==> src/rtl/gf180mcu_fd_sc_mcu7t5v0__share_arb_pkg.sv <==
// Shared types and helpers for the round-robin arbiter that time-shares one NAND2 cell.
package gf180mcu_fd_sc_mcu7t5v0__share_arb_pkg;

  typedef enum logic [1:0] {IDLE, EVAL, RESP} arb_state_t;

  localparam int N_REQ_MAX = 16;

  // Last-winner pointer after reset; the top requester index gives requester 0 first priority.
  function automatic int rst_ptr(input int n_req);
    return n_req - 1;
  endfunction

  // Rotating-priority search starting at ptr+1 with wrap; returns {found, index}.
  function automatic logic [4:0] rr_pick_f(input logic [N_REQ_MAX-1:0] req,
                                           input logic [3:0] ptr,
                                           input int n_req);
    logic [4:0] res;
    int         j;
    res = '0;
    for (int i = 1; i <= N_REQ_MAX; i++) begin
      if (i <= n_req) begin
        j = (int'(ptr) + i) % n_req;
        if (!res[4] && req[j[3:0]]) res = {1'b1, j[3:0]};
      end
    end
    return res;
  endfunction

endpackage

==> src/rtl/gf180mcu_fd_sc_mcu7t5v0__rr_pick.sv <==
// Combinational round-robin picker: masked request vector in, one-hot winner, index and found flag out.
module gf180mcu_fd_sc_mcu7t5v0__rr_pick
  import gf180mcu_fd_sc_mcu7t5v0__share_arb_pkg::*;
#(
  parameter int  N_REQ = 4,
  localparam int IDX_W = $clog2(N_REQ)
) (
  input  logic [N_REQ-1:0] req,
  input  logic [IDX_W-1:0] ptr,
  input  logic [N_REQ-1:0] excl,
  output logic [N_REQ-1:0] win_oh,
  output logic [IDX_W-1:0] win_idx,
  output logic             found
);

  logic [N_REQ_MAX-1:0] req_ext;
  logic [4:0]           pick;

  always_comb begin
    req_ext            = '0;
    req_ext[N_REQ-1:0] = req & ~excl;
    pick               = rr_pick_f(req_ext, 4'(ptr), N_REQ);
    found              = pick[4];
    win_idx            = IDX_W'(pick[3:0]);
    win_oh             = '0;
    if (pick[4]) win_oh[win_idx] = 1'b1;
  end

endmodule

==> src/rtl/gf180mcu_fd_sc_mcu7t5v0__nand2_share_arb.sv <==
// Round-robin scheduler sharing one external NAND2 among N_REQ requesters.
// Define GF180MCU_FD_SC_MCU7T5V0_SHARE_ARB_LOCK_EN to add the LOCK burst input.
module gf180mcu_fd_sc_mcu7t5v0__nand2_share_arb
  import gf180mcu_fd_sc_mcu7t5v0__share_arb_pkg::*;
#(
  parameter int  N_REQ = 4,
  localparam int IDX_W = $clog2(N_REQ)
) (
  input  logic             CLK,
  input  logic             RST,
  input  logic [N_REQ-1:0] REQ,
  input  logic [N_REQ-1:0] REQ_A1,
  input  logic [N_REQ-1:0] REQ_A2,
`ifdef GF180MCU_FD_SC_MCU7T5V0_SHARE_ARB_LOCK_EN
  input  logic [N_REQ-1:0] LOCK,
`endif
  output logic [N_REQ-1:0] GNT,
  output logic             SH_A1,
  output logic             SH_A2,
  input  logic             SH_ZN,
  output logic [N_REQ-1:0] ACK,
  output logic             ZN,
  output logic [IDX_W-1:0] ACK_ID
);

  arb_state_t       state_q, state_d;
  logic [N_REQ-1:0] gnt_q, gnt_d, ack_q, ack_d;
  logic             sh_a1_q, sh_a1_d, sh_a2_q, sh_a2_d, zn_q, zn_d;
  logic [IDX_W-1:0] ack_id_q, ack_id_d, ptr_q, ptr_d;
  logic             lock_q, lock_d;

  logic [N_REQ-1:0] excl, pick_oh, grant_oh;
  logic [IDX_W-1:0] pick_idx, grant_idx;
  logic             pick_found, grant_en;

  // The just-acknowledged requester sits out the RESP-cycle decision.
  assign excl = (state_q == RESP) ? ack_q : '0;

  gf180mcu_fd_sc_mcu7t5v0__rr_pick #(.N_REQ(N_REQ)) u_pick (
    .req     (REQ),
    .ptr     (ptr_q),
    .excl    (excl),
    .win_oh  (pick_oh),
    .win_idx (pick_idx),
    .found   (pick_found)
  );

  always_comb begin
    state_d   = state_q;
    gnt_d     = gnt_q;
    sh_a1_d   = sh_a1_q;
    sh_a2_d   = sh_a2_q;
    ack_d     = ack_q;
    zn_d      = zn_q;
    ack_id_d  = ack_id_q;
    ptr_d     = ptr_q;
    lock_d    = lock_q;
    grant_en  = 1'b0;
    grant_oh  = pick_oh;
    grant_idx = pick_idx;
    unique case (state_q)
      IDLE: grant_en = pick_found;
      EVAL: begin
        zn_d     = SH_ZN;
        ack_d    = gnt_q;
        ack_id_d = ptr_q;
        gnt_d    = '0;
        state_d  = RESP;
`ifdef GF180MCU_FD_SC_MCU7T5V0_SHARE_ARB_LOCK_EN
        lock_d   = LOCK[ptr_q];
`else
        lock_d   = 1'b0;
`endif
      end
      RESP: begin
        ack_d    = '0;
        grant_en = pick_found;
        // A held lock re-grants the same requester without moving the pointer.
        if (lock_q && REQ[ptr_q]) begin
          grant_en  = 1'b1;
          grant_oh  = ack_q;
          grant_idx = ptr_q;
        end
        if (!grant_en) state_d = IDLE;
      end
      default: state_d = IDLE;
    endcase
    if (grant_en) begin
      gnt_d   = grant_oh;
      sh_a1_d = REQ_A1[grant_idx];
      sh_a2_d = REQ_A2[grant_idx];
      ptr_d   = grant_idx;
      state_d = EVAL;
    end
  end

  always_ff @(posedge CLK) begin
    if (RST) begin
      state_q  <= IDLE;
      gnt_q    <= '0;
      ack_q    <= '0;
      sh_a1_q  <= 1'b0;
      sh_a2_q  <= 1'b0;
      zn_q     <= 1'b1;
      ack_id_q <= '0;
      ptr_q    <= IDX_W'(rst_ptr(N_REQ));
      lock_q   <= 1'b0;
    end else begin
      state_q  <= state_d;
      gnt_q    <= gnt_d;
      ack_q    <= ack_d;
      sh_a1_q  <= sh_a1_d;
      sh_a2_q  <= sh_a2_d;
      zn_q     <= zn_d;
      ack_id_q <= ack_id_d;
      ptr_q    <= ptr_d;
      lock_q   <= lock_d;
    end
  end

  assign GNT    = gnt_q;
  assign ACK    = ack_q;
  assign SH_A1  = sh_a1_q;
  assign SH_A2  = sh_a2_q;
  assign ZN     = zn_q;
  assign ACK_ID = ack_id_q;

endmodule

==> config.mk <==
export PLATFORM = sky130hd
export DESIGN_NAME = gf180mcu_fd_sc_mcu7t5v0__nand2_share_arb
export DESIGN_NICKNAME = d
export VERILOG_FILES = /design/src/rtl/gf180mcu_fd_sc_mcu7t5v0__share_arb_pkg.sv /design/src/rtl/gf180mcu_fd_sc_mcu7t5v0__rr_pick.sv /design/src/rtl/gf180mcu_fd_sc_mcu7t5v0__nand2_share_arb.sv
export SDC_FILE = /design/constraint.sdc
export NUM_CORES = 1
export LEC_CHECK = 0
export ABC_CLOCK_PERIOD_IN_PS = 3670
export CAP_MARGIN = 5
export CORE_MARGIN = 3
export CORE_UTILIZATION = 28
export CTS_CLUSTER_SIZE = 16
export DETAILED_ROUTE_END_ITERATION = 7
export SETUP_SLACK_MARGIN = 0.05
export SYNTH_ARGS = -nofsm -noshare
export SYNTH_HDL_FRONTEND = slang
export SYNTH_HIERARCHICAL = 1
export SYNTH_SLANG_ARGS = --single-unit
==> constraint.sdc <==
create_clock -name CLK -period 3.67 [get_ports CLK]
set_input_delay 1.101 -clock CLK [delete_from_list [all_inputs] [get_ports CLK]]
set_output_delay 1.101 -clock CLK [all_outputs]
set_load 0.02 [all_outputs]
# Word-level counts from Yosys, hierarchy flattened
# Cells that the tools add are included.
# op_classes
n_mux,28
bitwise_logic,7
addsub,4
n_lt_le_gt_ge,6
n_reduce_logical,17
eq_ne,5
# ops
op,n
"4-bit by 5-bit < comparator with 1-bit output, second input constant",4
5-bit 2-to-1 mux,4
4-bit 2-to-1 mux,4
1-bit binary-select mux with 3-bit select,4
2-bit OR reduction,5
1-bit 2-to-1 mux,9
4-bit one-hot mux with 2 select lines,1
2-bit one-hot mux with 3 select lines,1
"2-bit by 1-bit adder with 2-bit output, second input constant",2
"2-bit adder, second input constant",2
"1-bit bitwise AND, first input constant",4
4-bit bitwise AND,1
1-bit binary-select mux with 2-bit select,2
1-bit logical AND,4
"2-bit inequality test, second input constant",2
4-bit inverter,1
2-bit AND reduction,2
2-bit nonzero test,2
1-bit zero test,3
"2-bit by 3-bit < comparator with 1-bit output, second input constant",1
"3-bit inequality test, second input constant",1
1-bit demux with 2-bit select,1
"2-bit by 1-bit == test with 1-bit output, second input constant",1
"2-bit == test, second input constant",1
5 further kinds,5
# word_totals
regBits,17
input_bits,15
elab_cells,76

# Depth between registers and ports, before layout
# depth
ltp_word,22
mapped_depth,10
ltp_nobuf,9

# Hierarchy
# The synthesis kept the hierarchy.
# modules_own_cells
module,area_each_um2,instances,seq_area_each_um2,cells_each
gf180mcu_fd_sc_mcu7t5v0__nand2_share_arb,769.5,1,340.3,82
gf180mcu_fd_sc_mcu7t5v0__rr_pick,221.5,1,0.0,37

# Least setup slack after synthesis
# OpenSTA, ideal clock, no wires.
# synth_timing
path_type,input to register
start,input port REQ[1]
end,"register sh_a1_q, in the netlist SH_A1"
slack_ns,1.169
path_stages,6
t_required_ns,3.551
setup_time_ns,0.119
path_buffers,0
arrival_ns,2.382
cell_sequence,or3b_1 > a21oi_1 > a211o_1 > mux4_2 > nand2_1 > a21oi_2
# synth_between
elab_chain_len,15
# synth_rtl
item,line,text
from (decl),gf180mcu_fd_sc_mcu7t5v0__nand2_share_arb.sv:11,"input logic [N_REQ-1:0] REQ,"
4-bit bitwise AND *,gf180mcu_fd_sc_mcu7t5v0__rr_pick.sv:21,req_ext[N_REQ-1:0] = req & ~excl;
1-bit binary-select mux with 3-bit select,gf180mcu_fd_sc_mcu7t5v0__share_arb_pkg.sv:23,"if (!res[4] && req[j[3:0]]) res = {1'b1, j[3:0]};"
1-bit 2-to-1 mux (not written as such),gf180mcu_fd_sc_mcu7t5v0__share_arb_pkg.sv:23,
5-bit 2-to-1 mux,gf180mcu_fd_sc_mcu7t5v0__share_arb_pkg.sv:23,
1-bit zero test,gf180mcu_fd_sc_mcu7t5v0__share_arb_pkg.sv:23,
1-bit logical AND,gf180mcu_fd_sc_mcu7t5v0__share_arb_pkg.sv:23,
5-bit 2-to-1 mux,gf180mcu_fd_sc_mcu7t5v0__share_arb_pkg.sv:23,
1-bit zero test,gf180mcu_fd_sc_mcu7t5v0__share_arb_pkg.sv:23,
1-bit logical AND,gf180mcu_fd_sc_mcu7t5v0__share_arb_pkg.sv:23,
5-bit 2-to-1 mux,gf180mcu_fd_sc_mcu7t5v0__share_arb_pkg.sv:23,
1-bit zero test,gf180mcu_fd_sc_mcu7t5v0__share_arb_pkg.sv:23,
1-bit logical AND,gf180mcu_fd_sc_mcu7t5v0__share_arb_pkg.sv:23,
5-bit 2-to-1 mux *,gf180mcu_fd_sc_mcu7t5v0__share_arb_pkg.sv:23,
via grant_idx[0],gf180mcu_fd_sc_mcu7t5v0__nand2_share_arb.sv:33,"logic [IDX_W-1:0] pick_idx, grant_idx;"
1-bit binary-select mux with 2-bit select *,gf180mcu_fd_sc_mcu7t5v0__nand2_share_arb.sv:90,sh_a1_d = REQ_A1[grant_idx];
1-bit 2-to-1 mux (not written as such) *,gf180mcu_fd_sc_mcu7t5v0__nand2_share_arb.sv:90,
to (signal assigned),gf180mcu_fd_sc_mcu7t5v0__nand2_share_arb.sv:102,sh_a1_q <= 1'b0;
to (signal assigned),gf180mcu_fd_sc_mcu7t5v0__nand2_share_arb.sv:112,sh_a1_q <= sh_a1_d;
to (decl),gf180mcu_fd_sc_mcu7t5v0__nand2_share_arb.sv:28,"logic sh_a1_q, sh_a1_d, sh_a2_q, sh_a2_d, zn_q, zn_d;"
# The timed path passes the listed nets; every way through them passes the cells marked *. The select of a mux whose other input is x is not followed.
# A chain may end at the register's enable or synchronous reset.

# Final worst setup path
# layout_timing
start,input port REQ[2]
end,"register sh_a1_q, in the netlist SH_A1"
# The elaborated chain is that of the path after synthesis.

==> impl_metrics.json <==
{
  "viasPerCell": 4.921,
  "outcome": "finished, final reports clean",
  "dp_cells": 185,
  "dp_hpwl_mm": 1.853,
  "diodes": 0,
  "synth.distinct_cells": 29,
  "htree_levels": 1,
  "fin_skew_ps": 4.074,
  "wire_per_inst_um": 12.95,
  "cts_hold_buf": 0,
  "seq_area_frac_synth": 0.3434,
  "worstSetupPathType": "in -> reg",
  "drt_iter0_markers": 42,
  "worst_pin_slew_ps": 648.7,
  "period_share": 0.7731,
  "syn2layout_area_growth_pct": 33.08,
  "numClockSinks": 17,
  "async_flop_share": 0,
  "io_buffers": 27,
  "critPathRequiredTime_ps": 3820,
  "rsz0062_at_grt": "false",
  "clockBufferDepth": 2,
  "die-area_um2": 4289,
  "synthCells": 119,
  "min_period_ps": 2837,
  "overflow": 0,
  "drive_gt1_frac": 0.05517,
  "start_util": 0.3094,
  "setup_viol": 0,
  "power_density_nw_per_um2": 365.5,
  "die_h_um": 65.49,
  "synth_area_leaders": "dfxtp_1 (34%), nand3b_1 (9.8%), a21oi_1 (8.6%)",
  "synth_area_um2": 991.0,
  "clock_latency_ps": 280,
  "crit_fanout": 4,
  "yosysTopAreaCell": "dfxtp_1",
  "drtPass1Iterations": 4,
  "num-nets-final": 164,
  "cts_setup_buffers": 0,
  "ys.flop_type": "dfxtp_1",
  "grt_pass1_vias": 842,
  "ir_drop_v": 0.0001938,
  "synth_fp_nets": 137,
  "fmax_mhz": 352.4,
  "synth_common_cells": "a21oi_1 (17), dfxtp_1 (17), nand2_1 (17)",
  "grt_pass1_wl_mm": 4.084,
  "tns_ps": 0,
  "cp.arrival_ps": 2990,
  "antenna_found_initial": 0,
  "wl_mm": 2.448,
  "grt_max_degree": 18,
  "cts.repair.resized": 0,
  "fp.coreArea_um2": 3203,
  "cap_violations": 0,
  "cts-root-buf": "clkbuf_4",
  "hp-class": "reg -> reg",
  "end_kind": "flip-flop",
  "synth_edf_count": 0,
  "p_leak_nw": 0.4697,
  "crit_path_start_kind": "input port",
  "place.gp.congestion": 0.7597,
  "drc": 0,
  "synth_largest_type_area_fraction": 0.3434,
  "grt.total_usage": 0.1215,
  "ios": 28,
  "synth.avg_cell_area_um2": 8.327,
  "yosysWarnings": 6,
  "clk_pin_slew_ps": 100,
  "synth-seq-cells": 17,
  "max_slew_margin": 0.5662,
  "hold_viol_final": 0,
  "postRouteAntennaNets": 0,
  "num_rows": 20,
  "cts_tree": "built",
  "dr_total_vias": 930,
  "numCtsBuffers": 3,
  "layout.cells.non_filler": 189,
  "die_w_um": 65.49,
  "drv_slew": 0
}
layout by cell type (no fill, tap or decap), drive strengths merged, types with 2 or more instances in the layout:
master         count
clkdlybuf4s50     27
a211o              2
mux4               2
o21ai              4
nand2b             8
dfxtp             17
ha                 3
a211oi             2
nor2b              4
nand3b            13
nand3              2
a21oi             19
mux2i              2
and2               4
nor2               4
inv                2
nand2             17
clkbuf             4
registers in the layout, summed over array words and instances (netlist names):
name and count:
ACK 4, ACK_ID 2, GNT 4, SH_A1 1, SH_A2 1, ZN 1
ptr_q 2, state_q 2
cell type report:
type                       count  area [um2]
inverter                       2       7.507
tap                           44       55.05
clock buffer                   4       26.28
sequential                    17       340.3
fill                         340        1884
timing repair buffer          27       270.3
multi-input combinational     95       619.3
path summary, 6_finish.rpt:
path,cells past startpoint,slack (ps),to,startpoint
worst min register to register,2,480,SH_A2$_SDFFE_PP0P_,SH_A2$_SDFFE_PP0P_
worst min-delay path,2,480,SH_A2$_SDFFE_PP0P_,SH_A2$_SDFFE_PP0P_
worst max-delay path,7,830,SH_A1$_SDFFE_PP0P_,REQ[2]
worst max register to register,9,1120,SH_A1$_SDFFE_PP0P_,state_q[0]$_SDFFE_PP0P_
per-stage QoR:
stage                     area (um2)    util  power [mW]  worst slack [ps]  hold WS [ps]
after global routing            1319  0.4117      0.5182             615.7         511.4
after global placement          1292  0.4035      0.3843             575.3         474.7
final                           1319  0.4117      0.4820             832.6         480.0
after CTS                       1319  0.4117      0.4877             792.6         486.0
after floorplan                991.0       -      0.3271              1169         465.7
after detailed placement        1292  0.4035      0.3875             486.7         470.0
worst max-delay path, cell delays in order:
cell,delay (ps)
clkdlybuf4s50_1,470
nor2b_1,260
nor2_1,100
nor4bb_1,530
mux4_2,380
nand2_1,100
a21oi_2,50
power by group:
part / switching [mW] / internal (mW) / total (mW) / leakage, nW
Clock: 0.0565 / 0.0422 / 0.0987 / 0.0150
Sequential: 0.0193 / 0.202 / 0.222 / 0.140
Combinational: 0.0803 / 0.0814 / 0.162 / 0.315
cells by family after synthesis:
group                    share of synthesized area
AO/OA/AOI/OAI                               0.1856
adder cells (fa/ha/maj)                    0.03788
flip-flops                                  0.3434
buffers and inverters                      0.03157
multiplexers                               0.06565
AND/OR/NAND/NOR                             0.3358
metal layers:
layer | vias up | share of wire | global-route usage
met5 | - | 0 | 0
met4 | 0 | 0.0016 | 0.01036
met3 | 2 | 0.092 | 0.04274
met2 | 35 | 0.43 | 0.1871
met1 | 422 | 0.47 | 0.1696
li1 | 471 | - | -
No activity file was read; power rests on OpenSTA's default activity.
